`src/rtl/loong_mmio_slice_pkg.sv`:
```
// Shared definitions for the MMIO leg of the high mapper: slice state encoding,
// request payload, timeout read value and MMIO address base.
package loong_mmio_slice_pkg;

    localparam int unsigned ADDR_W = 32;
    localparam int unsigned DATA_W = 32;
    localparam int unsigned WEB_W  = 4;

    localparam logic [DATA_W-1:0] TIMEOUT_DATA_DEFAULT = 32'hDEAD_BEEF;
    localparam logic [ADDR_W-1:0] MMIO_BASE            = 32'h1000_0000;

    typedef enum logic [1:0] {
        ST_IDLE = 2'd0,
        ST_BUSY = 2'd1,
        ST_RESP = 2'd2
    } slice_state_t;

    typedef struct packed {
        logic [ADDR_W-1:0] a;
        logic [DATA_W-1:0] d;
        logic [WEB_W-1:0]  web;
        logic              rd;
    } mmio_req_t;

    // A request is any read strobe or any nonzero byte enable.
    function automatic logic is_req(input logic rd, input logic [WEB_W-1:0] web);
        return rd | (|web);
    endfunction

endpackage

```
`src/rtl/loong_bus_watchdog.sv`:
```
// Saturating wait counter: cleared on start, counts while run, flags expiry at TIMEOUT-1.
module loong_bus_watchdog #(
    parameter int unsigned TIMEOUT = 1024
) (
    input  logic clk,
    input  logic rst,
    input  logic start,
    input  logic run,
    output logic expire
);

    localparam int unsigned CNT_W = (TIMEOUT == 0) ? 1 : $clog2(TIMEOUT + 1);
    localparam logic [CNT_W-1:0] CNT_MAX = '1;
    localparam logic [CNT_W-1:0] CNT_LAST = CNT_W'(TIMEOUT - 1);
    localparam logic ENABLED = (TIMEOUT != 0);

    logic [CNT_W-1:0] cnt;

    always_ff @(posedge clk or posedge rst) begin
        if (rst) begin
            cnt <= '0;
        end else if (start) begin
            cnt <= '0;
        end else if (run && (cnt != CNT_MAX)) begin
            cnt <= cnt + CNT_W'(1);
        end
    end

    assign expire = ENABLED && run && (cnt == CNT_LAST);

endmodule

```
`src/rtl/loong_mmio_slice.sv`:
```
// Registered MMIO request slice: holds each access toward the devices until
// dev_ready, or force-completes it with TIMEOUT_DATA when the watchdog expires.
module loong_mmio_slice
    import loong_mmio_slice_pkg::*;
#(
    parameter int unsigned       TIMEOUT      = 1024,
    parameter logic [DATA_W-1:0] TIMEOUT_DATA = TIMEOUT_DATA_DEFAULT
) (
    input  logic              clk,
    input  logic              rst,
    input  logic [ADDR_W-1:0] a,
    input  logic [DATA_W-1:0] d,
    input  logic [WEB_W-1:0]  web,
    input  logic              rd,
    output logic [DATA_W-1:0] spo,
    output logic              ready,
    output logic [ADDR_W-1:0] dev_a,
    output logic [DATA_W-1:0] dev_d,
    output logic [WEB_W-1:0]  dev_web,
    output logic              dev_rd,
    input  logic [DATA_W-1:0] dev_spo,
    input  logic              dev_ready,
    output logic              timeout_flag,
    output logic [ADDR_W-1:0] timeout_addr,
    input  logic              timeout_clr
);

    slice_state_t      state;
    mmio_req_t         dev_q;
    logic [DATA_W-1:0] resp_q;
    logic              req;
    logic              wd_start;
    logic              wd_run;
    logic              wd_expire;

    assign req      = is_req(rd, web);
    assign wd_start = (state == ST_IDLE) && req;
    assign wd_run   = (state == ST_BUSY);

    loong_bus_watchdog #(
        .TIMEOUT (TIMEOUT)
    ) u_watchdog (
        .clk    (clk),
        .rst    (rst),
        .start  (wd_start),
        .run    (wd_run),
        .expire (wd_expire)
    );

    // Slice FSM; dev_ready takes priority over a same-cycle watchdog expiry.
    always_ff @(posedge clk or posedge rst) begin
        if (rst) begin
            state        <= ST_IDLE;
            dev_q        <= '0;
            resp_q       <= '0;
            timeout_flag <= 1'b0;
            timeout_addr <= '0;
        end else begin
            if (timeout_clr) begin
                timeout_flag <= 1'b0;
            end
            case (state)
                ST_IDLE: begin
                    if (req) begin
                        dev_q.a   <= a;
                        dev_q.d   <= d;
                        dev_q.web <= web;
                        dev_q.rd  <= rd;
                        state     <= ST_BUSY;
                    end
                end
                ST_BUSY: begin
                    if (dev_ready) begin
                        resp_q    <= dev_spo;
                        dev_q.web <= '0;
                        dev_q.rd  <= 1'b0;
                        state     <= ST_RESP;
                    end else if (wd_expire) begin
                        resp_q       <= TIMEOUT_DATA;
                        dev_q.web    <= '0;
                        dev_q.rd     <= 1'b0;
                        timeout_flag <= 1'b1;
                        timeout_addr <= dev_q.a;
                        state        <= ST_RESP;
                    end
                end
                ST_RESP: begin
                    state <= ST_IDLE;
                end
                default: begin
                    state <= ST_IDLE;
                end
            endcase
        end
    end

    // Upstream handshake: idle slice reports ready until a request appears.
    always_comb begin
        ready = 1'b0;
        spo   = '0;
        case (state)
            ST_IDLE: ready = ~req;
            ST_RESP: begin
                ready = 1'b1;
                spo   = resp_q;
            end
            default: ready = 1'b0;
        endcase
    end

    assign dev_a   = dev_q.a;
    assign dev_d   = dev_q.d;
    assign dev_web = dev_q.web;
    assign dev_rd  = dev_q.rd;

endmodule

```
`config.mk`:
```
export PLATFORM = sky130hd
export DESIGN_NAME = loong_mmio_slice
export DESIGN_NICKNAME = d
export VERILOG_FILES = /design/src/rtl/loong_mmio_slice_pkg.sv /design/src/rtl/loong_bus_watchdog.sv /design/src/rtl/loong_mmio_slice.sv
export SDC_FILE = /design/constraint.sdc
export NUM_CORES = 1
export LEC_CHECK = 0
export ABC_AREA = 1
export CORE_MARGIN = 3
export CORE_UTILIZATION = 40
export CTS_CLUSTER_DIAMETER = 120
export DETAILED_ROUTE_END_ITERATION = 10
export PLACE_DENSITY = 0.77
export RECOVER_POWER = 100
export SYNTH_ARGS = -nofsm -noshare
export SYNTH_HDL_FRONTEND = slang
export SYNTH_HIERARCHICAL = 1
export SYNTH_SLANG_ARGS = --single-unit
```
`constraint.sdc`:
```
create_clock -name clk -period 4.45 [get_ports clk]
set_input_delay 0.89 -clock clk [delete_from_list [all_inputs] [get_ports clk]]
set_output_delay 0.89 -clock clk [all_outputs]
set_load 0.05 [all_outputs]
```
==> results of run 1 <==
flip-flops by register name, summed over array words and instances, names as in the netlist:
register,count
state,2
dev_a,32
resp_q,32
dev_d,32
dev_web,4
timeout_flag,1
u_watchdog/cnt,11
dev_rd,1
timeout_addr,32
cell usage after synthesis, types with 2 or more instances:
| library cell | instances |
|---|---|
| sky130_fd_sc_hd__nand3_1 | 21 |
| sky130_fd_sc_hd__xnor2_1 | 2 |
| sky130_fd_sc_hd__o21ai_2 | 12 |
| sky130_fd_sc_hd__a21oi_1 | 26 |
| sky130_fd_sc_hd__nor2_4 | 3 |
| sky130_fd_sc_hd__nand3_2 | 2 |
| sky130_fd_sc_hd__nor2_2 | 2 |
| sky130_fd_sc_hd__inv_1 | 80 |
| sky130_fd_sc_hd__nand2_1 | 277 |
| sky130_fd_sc_hd__buf_1 | 3 |
| sky130_fd_sc_hd__o21ai_0 | 12 |
| sky130_fd_sc_hd__nor2_1 | 67 |
| sky130_fd_sc_hd__buf_2 | 4 |
| sky130_fd_sc_hd__buf_6 | 12 |
| sky130_fd_sc_hd__buf_4 | 4 |
| sky130_fd_sc_hd__dfrtp_1 | 147 |
| sky130_fd_sc_hd__clkbuf_1 | 8 |
| sky130_fd_sc_hd__inv_2 | 3 |
| sky130_fd_sc_hd__o21ai_1 | 24 |
| sky130_fd_sc_hd__nand2_2 | 3 |
kinds of logic after synthesis:
kind of cell / share of synthesized area (%)
simple gates: 24.1
flops: 59.7
buf+inv: 8.73
compound gates: 6.86
xor+xnor: 0.426
fa+ha+maj: 0.203
worst max path at each step:
stage | from | end | slack (ps) | cells after the start
2_1_floorplan | web[0] | ready | 1700 | 3
3_3_place_gp | web[0] | ready | 1070 | 5
3_5_place_dp | web[0] | ready | 1060 | 5
4_1_cts | state[0] | spo[5] | 860 | 4
5_1_grt | web[0] | dev_a[12] | 440 | 8
6_report | web[0] | dev_a[10] | 760 | 8
critical path, delay by kind of cell:
family	cells	cell delay [ps]
buffers and inverters	3	2610
AND/OR/NAND/NOR	5	510
per-layer routing:
layer	vias to the layer above	track usage, %	wire length [microns]
met5	-	0	0
met4	0	6.97	358
met3	24	6.59	1130
met2	156	34.3	8510
met1	2509	23.6	6730
li1	2639	-	-
cell type report:
cell class	instances	share of cell area [%]
Clock buffer	20	5.00
Inverter	83	3.42
Tap cell	184	2.52
Timing Repair Buffer	246	26.5
Sequential cell	147	40.2
Clock inverter	11	1.48
Multi-Input combinational cell	455	20.8
power groups by stage:
stage | clock network [mW] | registers, mW | logic, mW
final | 1.43 | 2.06 | 3.18
after global routing | 1.52 | 2.12 | 3.42
after floorplan | 0 | 3.12 | 1.21
after detailed placement | 0 | 2.09 | 3.36
after global placement | 0 | 2.07 | 3.31
after CTS | 1.46 | 2.07 | 3.37
==> qor.yml, run 1 <==
run_status:
  run_status: "complete, but fails checks"
  failing_checks: "capacitance limit, slew limit"
sta:
  tightest_slew_ps: 1750
  final_number_of_setup_violating_endpoints: 0
  timing.setup.tns_ps: 0
  final.setup_skew_ps: 9.24
  fin_ws_ps: 758
  maxSlewViolCount: 179
  hold_violations: 0
  achievable-frequency_ghz: 0.271
  slew_headroom_pct: -16.6
  finalWorstPathRequiredPeriod_ps: 3690
  rsz0062_at_grt: "false"
  period_share_pct: 83.0
  whs_ps: 469
die:
  fp.dieW_microns: 130
  core_sq_um: 14800
  number_of_standard_cell_rows_in_the_floorplan: 44
  pin_count: 240
  starting_utilization_of_the_core_area_pct: 41.6
  design.die.area_sq_um: 16900
  fp.dieH_microns: 130
synthesis:
  ys_async_sr_fraction_pct: 100
  synth_fp_nets: 822
  synth.ff_latch_count: 147
  post_synth_instance_area_sq_um: 6170
  ys_top_cells_by_area: "sky130_fd_sc_hd__dfrtp_1, sky130_fd_sc_hd__nand2_1, sky130_fd_sc_hd__inv_1, sky130_fd_sc_hd__nor2_1, sky130_fd_sc_hd__buf_6"
  synth_flop_cell: "sky130_fd_sc_hd__dfrtp_1"
  synth_edf_count: 0
  yosysWarningCount: 6
  netlist.area_leader.share_pct: 59.7
  postSynthAreaPerCell_sq_um: 8.61
  post_synth_num_cell_types: 24
  synth-seq-area-share_pct: 59.7
  synth_top_cell_by_area: "sky130_fd_sc_hd__dfrtp_1"
  post_synth_inst_count: 716
setup_path:
  crit-reg2reg-launch: "u_watchdog/cnt[0]"
  critPathKind: "in2reg"
  critical_path.cell_chain: "dlygate4sd3_1, nor2_1, nand3_1, nand2_2, inv_1, clkbuf_1, nand2_1, nand2_1"
  critPathCaptureType: "flip-flop"
  timing.critical_path.mode_cell: "sky130_fd_sc_hd__nand2_1"
  worst-r2r-cell-count: 9
  critical_path.startpoint_type: "primary input"
  critical-path-slowest-cell: "sky130_fd_sc_hd__clkbuf_1"
  worst_ep_required_time_ps: 4800
  critPathMaxStageDelay_ps: 1210
  crit-reg2reg-capture: "resp_q[17]"
  worstPathMaxFanout: 37
  worst-endpoint-arrival_ps: 4040
  ff2ff_setup_slack_ps: 1030
power:
  switch_pwr_mw: 3.08
  switching_share_pct: 46.2
  static-leakage-power_nw: 4.74
  internal_power_mw: 3.58
  power_frac_seq_pct: 30.9
  power.total_mw: 6.66
  power.ir.vdd_worst_uv: 458
  clock_power_share_pct: 21.4
  share_comb_of_total_power_pct: 47.7
  powerDensity_nw_per_um2: 729
route:
  drtAntennaViolNets: 0
  vias: 5328
  vias_per_cell: 4.65
  totalWireLength_microns: 16700
  firstDrtPassIters: 4
  detail_route.drc_violations: 0
  wl_per_cell_microns: 14.6
  drt-initial-drc-count: 364
finish:
  area_of_combinational_cells_with_multiple_inputs_sq_um: 1900
  final_layout_size_suffix_gt1_share_pct: 4.68
  register_area_sq_um: 3680
  final_area_sq_um: 9140
  final_common_cell: "sky130_fd_sc_hd__nand2_1"
  area_growth_syn_to_layout_pct: 48.2
  final.fill_count: 1272
  utilization_pct: 61.7
  num_antenna_cells: 0
  layout_nets: 1056
  layout_common_cells: "sky130_fd_sc_hd__nand2_1, sky130_fd_sc_hd__dfrtp_1, sky130_fd_sc_hd__dlygate4sd3_1, sky130_fd_sc_hd__clkdlybuf4s50_1, sky130_fd_sc_hd__inv_1"
  final_cell_count_no_fill: 1146
global_routing:
  grt-ovfl-total: 0
  wire_length_of_the_first_global_routing_pass_microns: 26700
  first_global_vias: 5369
  grt_use_total_pct: 20.0
  grt_max_degree: 72
  antenna_found_initial: 0
clock_tree:
  postCtsSetupRepairBufs: 0
  ctsRootBufferMaster: "sky130_fd_sc_hd__clkbuf_16"
  cts.path.max_buffers: 2
  worst_skew_pair.late_latency_ps: 420
  postCtsResizedCells: 0
  cts_tree: "yes"
  tritoncts_num_sinks: 147
  clkTransAtPathRegs_ps: 60
  tritoncts.num_buffers: 17
  cts_max_level: 4
  cts_hold_repair.buffers: 0
worst_hold_path:
  min_delay_path_depth: 2
  worstHoldStart: "dev_d[1]"
  hold_class: "reg2reg"
  whs_endpoint: "dev_d[1]"
run:
  cap_violations: 3
placement:
  numPlacedInstances: 1115
  place_ws_ps: 1060
  placedInstanceArea_sq_um: 8630
  detailed_place_hpwl_microns: 11900
  port_buffers: 239
  finalWeightedCongestion: 0.825
Note: power is estimated with default switching activity, not from simulation.
==> inputs of run 2 (changes only) <==
- PLACE_DENSITY: 0.77 -> 0.74
- clock period: 4.45 -> 3.6 ns (I/O delays scaled with it)
==> qor.yml, run 2 (same netlist as run 1, synthesis figures left out) <==
sta:
  slew_headroom_pct: -26.1
  period_share_pct: 90.1
  finalWorstPathRequiredPeriod_ps: 3240
  final.setup_skew_ps: 6.16
  fin_ws_ps: 358
  timing.setup.tns_ps: 0
  rsz0062_at_grt: "false"
  final_number_of_setup_violating_endpoints: 0
  maxSlewViolCount: 148
  tightest_slew_ps: 1890
  hold_violations: 0
  whs_ps: 469
  achievable-frequency_ghz: 0.308
clock_tree:
  worst_skew_pair.late_latency_ps: 420
  tritoncts_num_sinks: 147
  postCtsSetupRepairBufs: 0
  clkTransAtPathRegs_ps: 60
  cts_hold_repair.buffers: 0
  tritoncts.num_buffers: 17
  cts.path.max_buffers: 2
  ctsRootBufferMaster: "sky130_fd_sc_hd__clkbuf_16"
  cts_tree: "yes"
  postCtsResizedCells: 0
  cts_max_level: 4
route:
  firstDrtPassIters: 6
  totalWireLength_microns: 16400
  detail_route.drc_violations: 0
  wl_per_cell_microns: 14.3
  vias_per_cell: 4.62
  drtAntennaViolNets: 0
  vias: 5310
  drt-initial-drc-count: 328
power:
  power.total_mw: 8.35
  switch_pwr_mw: 3.80
  switching_share_pct: 45.5
  powerDensity_nw_per_um2: 908
  power_frac_seq_pct: 30.3
  share_comb_of_total_power_pct: 47.1
  power.ir.vdd_worst_uv: 550
  internal_power_mw: 4.55
  static-leakage-power_nw: 4.77
  clock_power_share_pct: 22.6
setup_path:
  worst_ep_required_time_ps: 2880
  critical-path-slowest-cell: "sky130_fd_sc_hd__dlygate4sd3_1"
  critical_path.cell_chain: "dlygate4sd3_1, nor2_1, nand3_1, a21oi_1, dlygate4sd3_1"
  critPathKind: "in2out"
  critical_path.startpoint_type: "primary input"
  worst-endpoint-arrival_ps: 2520
  critPathCaptureType: "primary output"
  critPathMaxStageDelay_ps: 890
  timing.critical_path.mode_cell: "sky130_fd_sc_hd__dlygate4sd3_1"
  worstPathMaxFanout: 2
finish:
  final_layout_size_suffix_gt1_share_pct: 5.08
  area_growth_syn_to_layout_pct: 49.2
  final_cell_count_no_fill: 1149
  final_area_sq_um: 9200
  num_antenna_cells: 0
  utilization_pct: 62.1
  layout_common_cells: "sky130_fd_sc_hd__nand2_1, sky130_fd_sc_hd__dfrtp_1, sky130_fd_sc_hd__dlygate4sd3_1, sky130_fd_sc_hd__clkdlybuf4s50_1, sky130_fd_sc_hd__inv_1"
  final.fill_count: 1270
  final_common_cell: "sky130_fd_sc_hd__nand2_1"
  layout_nets: 1058
global_routing:
  grt_max_degree: 77
  grt_use_total_pct: 20.1
  grt-ovfl-total: 0
  antenna_found_initial: 0
  first_global_vias: 5361
  wire_length_of_the_first_global_routing_pass_microns: 26500
placement:
  numPlacedInstances: 1117
  place_ws_ps: 537
  placedInstanceArea_sq_um: 8660
  port_buffers: 239
  finalWeightedCongestion: 0.814
  detailed_place_hpwl_microns: 11500
die:
  fp.dieH_microns: 130
  fp.dieW_microns: 130
  pin_count: 240
  design.die.area_sq_um: 16900
  number_of_standard_cell_rows_in_the_floorplan: 44
  starting_utilization_of_the_core_area_pct: 41.6
  core_sq_um: 14800
run_status:
  run_status: "complete, but fails checks"
  failing_checks: "capacitance limit, slew limit"
run:
  cap_violations: 2
worst_hold_path:
  hold_class: "reg2reg"
## run 2: cell count changes in the layout (fill, tap and decap cells not counted), moves of 2 or more
cell                       before  now
sky130_fd_sc_hd__buf_4          0    2
sky130_fd_sc_hd__clkbuf_8       2    4
sky130_fd_sc_hd__o21ai_0       46   48
sky130_fd_sc_hd__o21ai_2        2    0
## run 2: power groups by stage
stage / registers, mW / logic, mW / clock network, mW
6_report: 2.53 / 3.93 / 1.89
5_1_grt: 2.61 / 4.24 / 2.00
4_1_cts: 2.55 / 4.18 / 1.93
3_5_place_dp: 2.57 / 4.16 / 0
3_3_place_gp: 2.56 / 4.12 / 0
2_1_floorplan: 3.86 / 1.49 / 0
## run 2: cell type report
class                   instances  area, sq um  share of cell area (%)
inverters                      83          313                    3.40
multi-input cells             455         1900                    20.7
flip-flops and latches        147         3680                    40.0
repair buffers                248         2440                    26.5
well taps                     184          230                    2.50
clock inverters                10          153                    1.66
clock buffers                  22          484                    5.26
## run 2: final timing paths
path,from,end,slack [ps],depth (start not counted)
hold / removal,dev_d[17],dev_d[17],470,2
setup reg to reg,u_watchdog/cnt[0],resp_q[24],670,9
setup / recovery,rd,ready,360,5
min in group asynchronous,rst,dev_web[3],750,2
max in group asynchronous,rst,timeout_addr[9],710,3
hold reg to reg,dev_d[17],dev_d[17],470,2
## run 2: critical path: cells and delay by family
kind                   cells  cell delay [ps]
AOI/OAI and AO/OA          1              130
and+or+nand+nor            2              210
buffers and inverters      2             1460
## run 2: metal layers
layer	share of wire, %	wire length (microns)	global-route usage (%)	up-vias
li1	-	-	-	2647
met1	41	6780	24.8	2446
met2	48	7970	32.3	163
met3	5.9	962	5.24	54
met4	4.4	726	11.2	0
met5	0	0	0	-
